**src/rtl/lc3_pkg.sv**
```systemverilog
// lc3_pkg: shared microstate constants and memory handshake state encoding
package lc3_pkg;
   localparam logic [5:0] FETCH_STATE = 6'd18;
   localparam logic [5:0] INT_STATE   = 6'd49;
   typedef enum logic [1:0] {M_IDLE, M_WAIT, M_DONE} mem_st_t;
endpackage

```
**src/rtl/lc3_ustate_ctrl_if.sv**
```systemverilog
// lc3_ustate_ctrl_if: sequencer control, memory handshake and interrupt signals
interface lc3_ustate_ctrl_if;
   logic       run;
   logic       step;
   logic [5:0] Addr_next_state;
   logic       MIO_EN;
   logic       R_W;
   logic       mem_ack;
   logic       INT_req;
   logic [5:0] state;
   logic       R;
   logic       INT;
   logic       mem_req;
   logic       mem_we;
   logic       mem_err;
   modport master (output run, step, Addr_next_state, MIO_EN, R_W, mem_ack, INT_req,
                   input state, R, INT, mem_req, mem_we, mem_err);
   modport slave  (input run, step, Addr_next_state, MIO_EN, R_W, mem_ack, INT_req,
                   output state, R, INT, mem_req, mem_we, mem_err);
endinterface

```
**src/rtl/lc3_mem_handshake.sv**
```systemverilog
// lc3_mem_handshake: memory access FSM with bounded wait and sticky timeout error
module lc3_mem_handshake
   import lc3_pkg::*;
#(
   parameter int TIMEOUT = 15
) (
   input  logic clk,
   input  logic reset,
   input  logic mio_en,
   input  logic r_w,
   input  logic mem_ack,
   input  logic advance,
   output logic r,
   output logic mem_req,
   output logic mem_we,
   output logic mem_err
);
   localparam int CW = $clog2(TIMEOUT + 1);
   mem_st_t m, m_nxt;
   logic [CW-1:0] cnt, cnt_nxt;
   logic we_nxt, err_nxt;
   // mem_req is a decode of the state register, so reset drops it at once
   assign mem_req = m == M_WAIT;
   assign r = m == M_DONE;
   // handshake registers
   always_ff @(posedge clk or posedge reset)
      if (reset) begin
         m <= M_IDLE;
         cnt <= '0;
         mem_we <= 1'b0;
         mem_err <= 1'b0;
      end else begin
         m <= m_nxt;
         cnt <= cnt_nxt;
         mem_we <= we_nxt;
         mem_err <= err_nxt;
      end
   // next state; an ack on the timeout cycle wins over the timeout
   always_comb begin
      m_nxt = m;
      cnt_nxt = cnt;
      we_nxt = mem_we;
      err_nxt = mem_err;
      case (m)
         M_IDLE: if (mio_en) begin
            m_nxt = M_WAIT;
            cnt_nxt = '0;
            we_nxt = r_w;
         end
         M_WAIT: begin
            cnt_nxt = cnt == CW'(TIMEOUT) ? cnt : cnt + 1'b1;
            if (mem_ack) m_nxt = M_DONE;
            else if (cnt == CW'(TIMEOUT - 1)) begin
               m_nxt = M_DONE;
               err_nxt = 1'b1;
            end
         end
         M_DONE: if (advance) m_nxt = M_IDLE;
         default: m_nxt = M_IDLE;
      endcase
   end
endmodule

```
**src/rtl/lc3_ustate_ctrl.sv**
```systemverilog
// lc3_ustate_ctrl: microstate register, run/step control and interrupt latch
module lc3_ustate_ctrl #(
   parameter int         TIMEOUT     = 15,
   parameter logic [5:0] FETCH_STATE = lc3_pkg::FETCH_STATE,
   parameter logic [5:0] INT_STATE   = lc3_pkg::INT_STATE
) (
   input logic clk,
   input logic reset,
   lc3_ustate_ctrl_if.slave bus
);
   logic advance, int_prev;
   assign advance = bus.run | (~bus.run & bus.step);
   // microstate advances every cycle while running, once per step when halted
   always_ff @(posedge clk or posedge reset)
      if (reset) bus.state <= FETCH_STATE;
      else if (advance) bus.state <= bus.Addr_next_state;
   // rising edge of INT_req sets INT; leaving INT_STATE clears it, set wins
   always_ff @(posedge clk or posedge reset)
      if (reset) begin
         int_prev <= 1'b0;
         bus.INT <= 1'b0;
      end else begin
         int_prev <= bus.INT_req;
         bus.INT <= (bus.INT_req & ~int_prev) | (bus.INT & ~(bus.state == INT_STATE && advance));
      end
   lc3_mem_handshake #(.TIMEOUT(TIMEOUT)) u_mem (
      .clk(clk),
      .reset(reset),
      .mio_en(bus.MIO_EN),
      .r_w(bus.R_W),
      .mem_ack(bus.mem_ack),
      .advance(advance),
      .r(bus.R),
      .mem_req(bus.mem_req),
      .mem_we(bus.mem_we),
      .mem_err(bus.mem_err)
   );
endmodule

```
**src/flat_wrapper.sv**
```systemverilog
// flat-port wrapper written by rule: the top's interface ports become plain ports
module lc3_ustate_ctrl_flat 
#(
   parameter int         TIMEOUT     = 15,
   parameter logic [5:0] FETCH_STATE = lc3_pkg::FETCH_STATE,
   parameter logic [5:0] INT_STATE   = lc3_pkg::INT_STATE
)
  (clk, reset, bus_run, bus_step, bus_Addr_next_state, bus_MIO_EN, bus_R_W, bus_mem_ack, bus_INT_req, bus_state, bus_R, bus_INT, bus_mem_req, bus_mem_we, bus_mem_err);
  lc3_ustate_ctrl_if bus_i ();
  input logic clk;
  input logic reset;
  input wire logic [$bits(bus_i.run)-1:0] bus_run;
  input wire logic [$bits(bus_i.step)-1:0] bus_step;
  input wire logic [$bits(bus_i.Addr_next_state)-1:0] bus_Addr_next_state;
  input wire logic [$bits(bus_i.MIO_EN)-1:0] bus_MIO_EN;
  input wire logic [$bits(bus_i.R_W)-1:0] bus_R_W;
  input wire logic [$bits(bus_i.mem_ack)-1:0] bus_mem_ack;
  input wire logic [$bits(bus_i.INT_req)-1:0] bus_INT_req;
  output wire logic [$bits(bus_i.state)-1:0] bus_state;
  output wire logic [$bits(bus_i.R)-1:0] bus_R;
  output wire logic [$bits(bus_i.INT)-1:0] bus_INT;
  output wire logic [$bits(bus_i.mem_req)-1:0] bus_mem_req;
  output wire logic [$bits(bus_i.mem_we)-1:0] bus_mem_we;
  output wire logic [$bits(bus_i.mem_err)-1:0] bus_mem_err;
  assign bus_i.run = bus_run;
  assign bus_i.step = bus_step;
  assign bus_i.Addr_next_state = bus_Addr_next_state;
  assign bus_i.MIO_EN = bus_MIO_EN;
  assign bus_i.R_W = bus_R_W;
  assign bus_i.mem_ack = bus_mem_ack;
  assign bus_i.INT_req = bus_INT_req;
  assign bus_state = bus_i.state;
  assign bus_R = bus_i.R;
  assign bus_INT = bus_i.INT;
  assign bus_mem_req = bus_i.mem_req;
  assign bus_mem_we = bus_i.mem_we;
  assign bus_mem_err = bus_i.mem_err;
  lc3_ustate_ctrl #(.TIMEOUT(TIMEOUT), .FETCH_STATE(FETCH_STATE), .INT_STATE(INT_STATE)) u_core (.clk(clk), .reset(reset), .bus(bus_i));
endmodule
```
**config.mk**
```make
export PLATFORM = sky130hd
export DESIGN_NAME = lc3_ustate_ctrl_flat
export DESIGN_NICKNAME = d
export VERILOG_FILES = /design/src/rtl/lc3_pkg.sv /design/src/rtl/lc3_ustate_ctrl_if.sv /design/src/rtl/lc3_mem_handshake.sv /design/src/rtl/lc3_ustate_ctrl.sv /design/src/flat_wrapper.sv
export SDC_FILE = /design/constraint.sdc
export NUM_CORES = 1
export LEC_CHECK = 0
export ABC_AREA = 1
export BUFFER_PORTS_ARGS = -buffer_cell sky130_fd_sc_hd__buf_2
export CORE_MARGIN = 2
export CORE_UTILIZATION = 47
export DETAILED_ROUTE_END_ITERATION = 6
export GPL_TIMING_DRIVEN = 0
export PLACE_DENSITY = 0.75
export SETUP_SLACK_MARGIN = 0.02
export SYNTH_ARGS = -nofsm -noshare
export SYNTH_HDL_FRONTEND = slang
export SYNTH_SLANG_ARGS = --single-unit
```
**constraint.sdc**
```tcl
create_clock -name clk -period 1.35 [get_ports clk]
set_input_delay 0.0675 -clock clk [delete_from_list [all_inputs] [get_ports clk]]
set_output_delay 0.0675 -clock clk [all_outputs]
set_load 0.01 [all_outputs]
```
### Word level (Yosys, flattened, before mapping)

Index checks and enable logic that the tools add are counted.

* register bits: 16
* bits in read-only memories: 0
* bits in writable memories: 0
* memories: 0
* logic and storage cells: 41
* latch bits: 0

* reductions and logical operators: 7
* bitwise gates (word level): 9
* order comparisons: 0
* equality and inequality tests: 9
* div/mod/pow operators: 0
* muxes and demuxes: 8
* multiply operators: 0
* shifts and indexed selects: 0
* add/subtract/negate cells: 1

Operator list (number)
* AND reduction 3 bit: 3
* equality test 4 bit (second input constant): 2
* 2-to-1 mux 2 bit: 4
* 2-to-1 mux 4 bit: 2
* case mux 4 bit (2 select lines): 1
* equality test 6 bit (second input constant): 1
* case mux 2 bit (3 select lines): 1
* adder 4 x 1 -> 4 bit (second input constant): 1
* inequality test 2 bit (second input constant): 2
* inverter 1 bit: 4
* AND 1 bit: 3
* inequality test 3 x 2 -> 1 bit (second input constant): 1
* equality test 2 x 1 -> 1 bit (second input constant): 1
* equality test 2 bit (second input constant): 1
* zero test 2 bit: 1
* inequality test 2 x 1 -> 1 bit (second input constant): 1
* OR 1 bit: 2
* AND reduction 2 bit: 1
* nonzero test 2 bit: 1
* logical AND 1 bit: 1

### Longest topological paths before layout

* word-level depth: 7
* mapped depth: 6

### Hierarchy

A second synthesis with hierarchy kept.

* cell total of the unflattened synthesis: 87
* area total of the unflattened synthesis: 779.5 um^2

Modules (own cells, without submodules)
* lc3_mem_handshake: area each 435.4 um^2, cells each 48, instances 1, seq. area each 200.2 um^2
* lc3_ustate_ctrl: area each 344.1 um^2, cells each 39, instances 1, seq. area each 202.7 um^2

### Worst setup path after synthesis

Ideal clock, no wire load.

* path kind: register to register
* start point: reg u_core.u_mem.cnt[0]
* end point: reg u_core.u_mem.cnt[3]
* data arrival time: 0.959 ns
* library setup time: 0.121 ns
* setup slack: 0.269 ns
* clock period less this slack: 1.081 ns
* cell stages (with the launch flop): 6
* cells stage by stage: dfrtp_1 > ha_1 > nand2_1 > nand3_1 > nand3_1 > o21ai_1

* word-level cells in the longest chain between the ends: 3
* elaborated cells on any way between the ends: 6

RTL lines
* from (decl): RTL line lc3_mem_handshake.sv:20 `logic [CW-1:0] cnt, cnt_nxt;`
* from (signal assigned): RTL line lc3_mem_handshake.sv:34 `cnt <= cnt_nxt;`
* adder 4 x 1 -> 4 bit or equality test 4 bit (tied branches): RTL line lc3_mem_handshake.sv:51 `cnt_nxt = cnt == CW'(TIMEOUT) ? cnt : cnt + 1'b1;`
* 2-to-1 mux 4 bit or inequality test 2 bit (tied branches)
* case mux 4 bit (2 select lines) or AND reduction 3 bit (tied branches)

Several ways; a longest one is shown, not always the timed one. The select of a mux whose other input is x is not followed.
A chain may end at the register's enable or synchronous reset.

### Worst setup path after layout

* start point: reg u_core.u_mem.cnt[0]
* end point: reg u_core.u_mem.cnt[0]

The elaborated chain is that of the path after synthesis.

==> flow_summary.yaml <==
synth:
  synth_top_area_share_pct: 46.67
  netlist_top_cells_count: "nand2_1 (32), dfrtp_1 (14), inv_1 (7), nand3_1 (7), nor2_1 (6)"
  syn_area_per_cell_um2: 8.435
  async_flop_share_pct: 100.0
  yosysTopAreaCell: "dfrtp_1"
  synthesis.area_um2: 750.7
  syn_inst: 89
  synthMostInstantiatedCell: "nand2_1"
  seq_area_frac_synth_pct: 53.67
  synthDistinctLibCells: 19
  ys_seq_elements: 16
  yosys_warnings: 0
  syn_nets: 105
  synthTopCellsByArea: "dfrtp_1 (47%), nand2_1 (16%), dfstp_2 (7.0%)"
  synth-edff-count: 0
  synthFlopType: "dfrtp_1"
die:
  dieArea_mm2: 0.001933
  die_h_um: 43.97
  pin_count: 25
  dieWidth_um: 43.97
  core_mm2: 0.001506
  start_util_pct: 49.83
  num_rows: 14
timing:
  fin_skew_ps: 7.672
  hold_ws_ps: 11.76
  rsz0062_at_grt: "no"
  setup_ws_ps: 147.9
  hold_violations: 0
  slew_viol_final: 0
  fmax_ghz: 0.8319
  fin_crit_ps: 1202
  setup_viol: 0
  tightest_slew_ps: 589.5
  post-route-period-util_pct: 89.04
  relSlewSlack_pct: 60.66
  setup_tns_ps: 0
placed_design:
  place_congestion: 0.8337
  io_buffers: 24
  dp_hpwl_um: 1165
  placed_area_um2: 890.9
  dpl.cell_count: 129
  preCtsSetupSlack_ps: 161.9
clock_tree:
  path_clk_slew_ps: 90
  cts_tree: "done"
  numClockSinks: 16
  cts_buffer_depth: 2
  cts_resized: 0
  h-tree-depth: 1
  clk_latency_ps: 290
  cts-root-buf: "clkbuf_4"
  cts_buffers: 3
cells_and_area:
  area_delta_synth_final_pct: 31.50
  antenna_cells: 0
  finalNetCount: 140
  instances_no_fill: 139
  drive_gt1_share_pct: 29.27
  design_area_um2: 987.2
worst_hold_path:
  worstHoldPathType: "primary input to register"
global_route:
  grt_overflow: 0
  grt_usage_pct: 21.53
  grt_max_degree: 17
  grt_pass1_wl_um: 2967
  antenna_found_initial: 0
  grt_pass1_vias: 735
worst_setup_path:
  worst_setup_path_start_kind: "register"
  cp_max_fo: 5
  critPathArrivalTime_ps: 1430
  required_ps: 1580
  crit_type: "register to register"
  end_kind: "register"
route:
  drt-wirelength-per-cell_um: 11.86
  met1Wirelength_um: 702
  drc: 0
  routed_wl_um: 1648
  drt-pass1-iter-count: 3
  viasPerCell: 5.108
  top_layer_used: "met4"
  ant_nets: 0
  first_iter_violations: 5
  wl_met2_um: 861
  route.vias.total: 710
  wl_met3_um: 43
run_status:
  status: "finished, final reports clean"
power_and_ir_drop:
  p_leak_nw: 0.5428
  ir_drop_uv: 1015
  power.density_mw_per_mm2: 1452
run:
  maxCapViolations: 0
repair_timing:
item                                    4_1_cts  5_1_grt
endpoints found under the setup margin        0        0
hold endpoints to repair                     20        0
hold buffers                                  6        0
buffers inserted                              0        0
registers in the layout, indices dropped and copies added (netlist names):
name and cells:
u_core.bus.INT 1, u_core.u_mem.m 2, u_core.int_prev 1, u_core.u_mem.mem_err 1, u_core.bus.state 6, u_core.u_mem.cnt 4
u_core.u_mem.mem_we 1
placed cells by master, fill, tap and decap left out:
| cell | instances |
|---|---|
| nor3_1 | 1 |
| ha_1 | 2 |
| xor2_1 | 1 |
| nor2_2 | 1 |
| nand4_1 | 3 |
| buf_2 | 24 |
| inv_1 | 7 |
| nand3_1 | 7 |
| nand2_2 | 2 |
| o21ai_1 | 1 |
| o21bai_1 | 1 |
| nand3_2 | 1 |
| dfrtp_1 | 14 |
| o21ai_0 | 5 |
| dlygate4sd3_1 | 6 |
| clkbuf_8 | 1 |
| clkbuf_4 | 3 |
| nor2_4 | 1 |
| a21oi_1 | 1 |
| nor2_1 | 6 |
| dfstp_2 | 2 |
| inv_2 | 1 |
| nand2_1 | 32 |
area by class of cell:
| cell class | count | area (um^2) |
|---|---|---|
| clock buffers | 4 | 36.28 |
| fillers | 127 | 519.2 |
| inverters | 8 | 30.03 |
| multi-input cells | 65 | 317.8 |
| flip-flops and latches | 16 | 402.9 |
| well taps | 16 | 20.02 |
| repair buffers | 30 | 180.2 |
power breakdown:
group          internal (mW)  total [mW]  switching [mW]
Sequential             0.568       0.651          0.0823
Combinational          0.177       0.466           0.289
Clock                  0.164       0.316           0.152
worst max-delay path: stages, from the launching register on:
cell	delay [ps]
dfrtp_1	440
ha_1	250
nand2_1	70
nand3_1	160
nand3_2	120
nand2_1	60
nand2_1	60
layer usage:
metal,vias to the layer above,global-route usage (%)
li1,359,-
met1,331,21.51
met2,16,42.35
met3,4,2.500
met4,0,10.91
met5,-,0
stage by stage:
step | utilization, % | total power [mW]
global route | 65.53 | 1.537
detailed placement | 59.14 | 1.112
finish | 65.53 | 1.433
floorplan | - | 0.9627
global placement | 59.14 | 1.095
CTS | 65.53 | 1.437
cells by family after synthesis:
kind of cell,Yosys count,synth area share [%]
AND/OR/NAND/NOR,54,32.17
flip-flops,16,53.67
AO/OA/AOI/OAI,8,5.665
buffers and inverters,8,4.000
adder cells (fa/ha/maj),2,3.333
XOR/XNOR,1,1.167
path summary, 6_finish.rpt:
kind                                             to  slack [ps]  depth (start not counted)           startpoint
worst max-delay path            u_core.u_mem.cnt[0]         150                          6  u_core.u_mem.cnt[0]
worst min-delay path            u_core.u_mem.mem_we          10                          3              bus_R_W
worst max register to register  u_core.u_mem.cnt[0]         150                          6  u_core.u_mem.cnt[0]
worst min register to register       u_core.bus.INT         470                          2       u_core.bus.INT
max in group asynchronous       u_core.bus.state[5]         590                          3                reset
min in group asynchronous       u_core.u_mem.cnt[3]         370                          3                reset
Power figures use the tool's default switching activity.
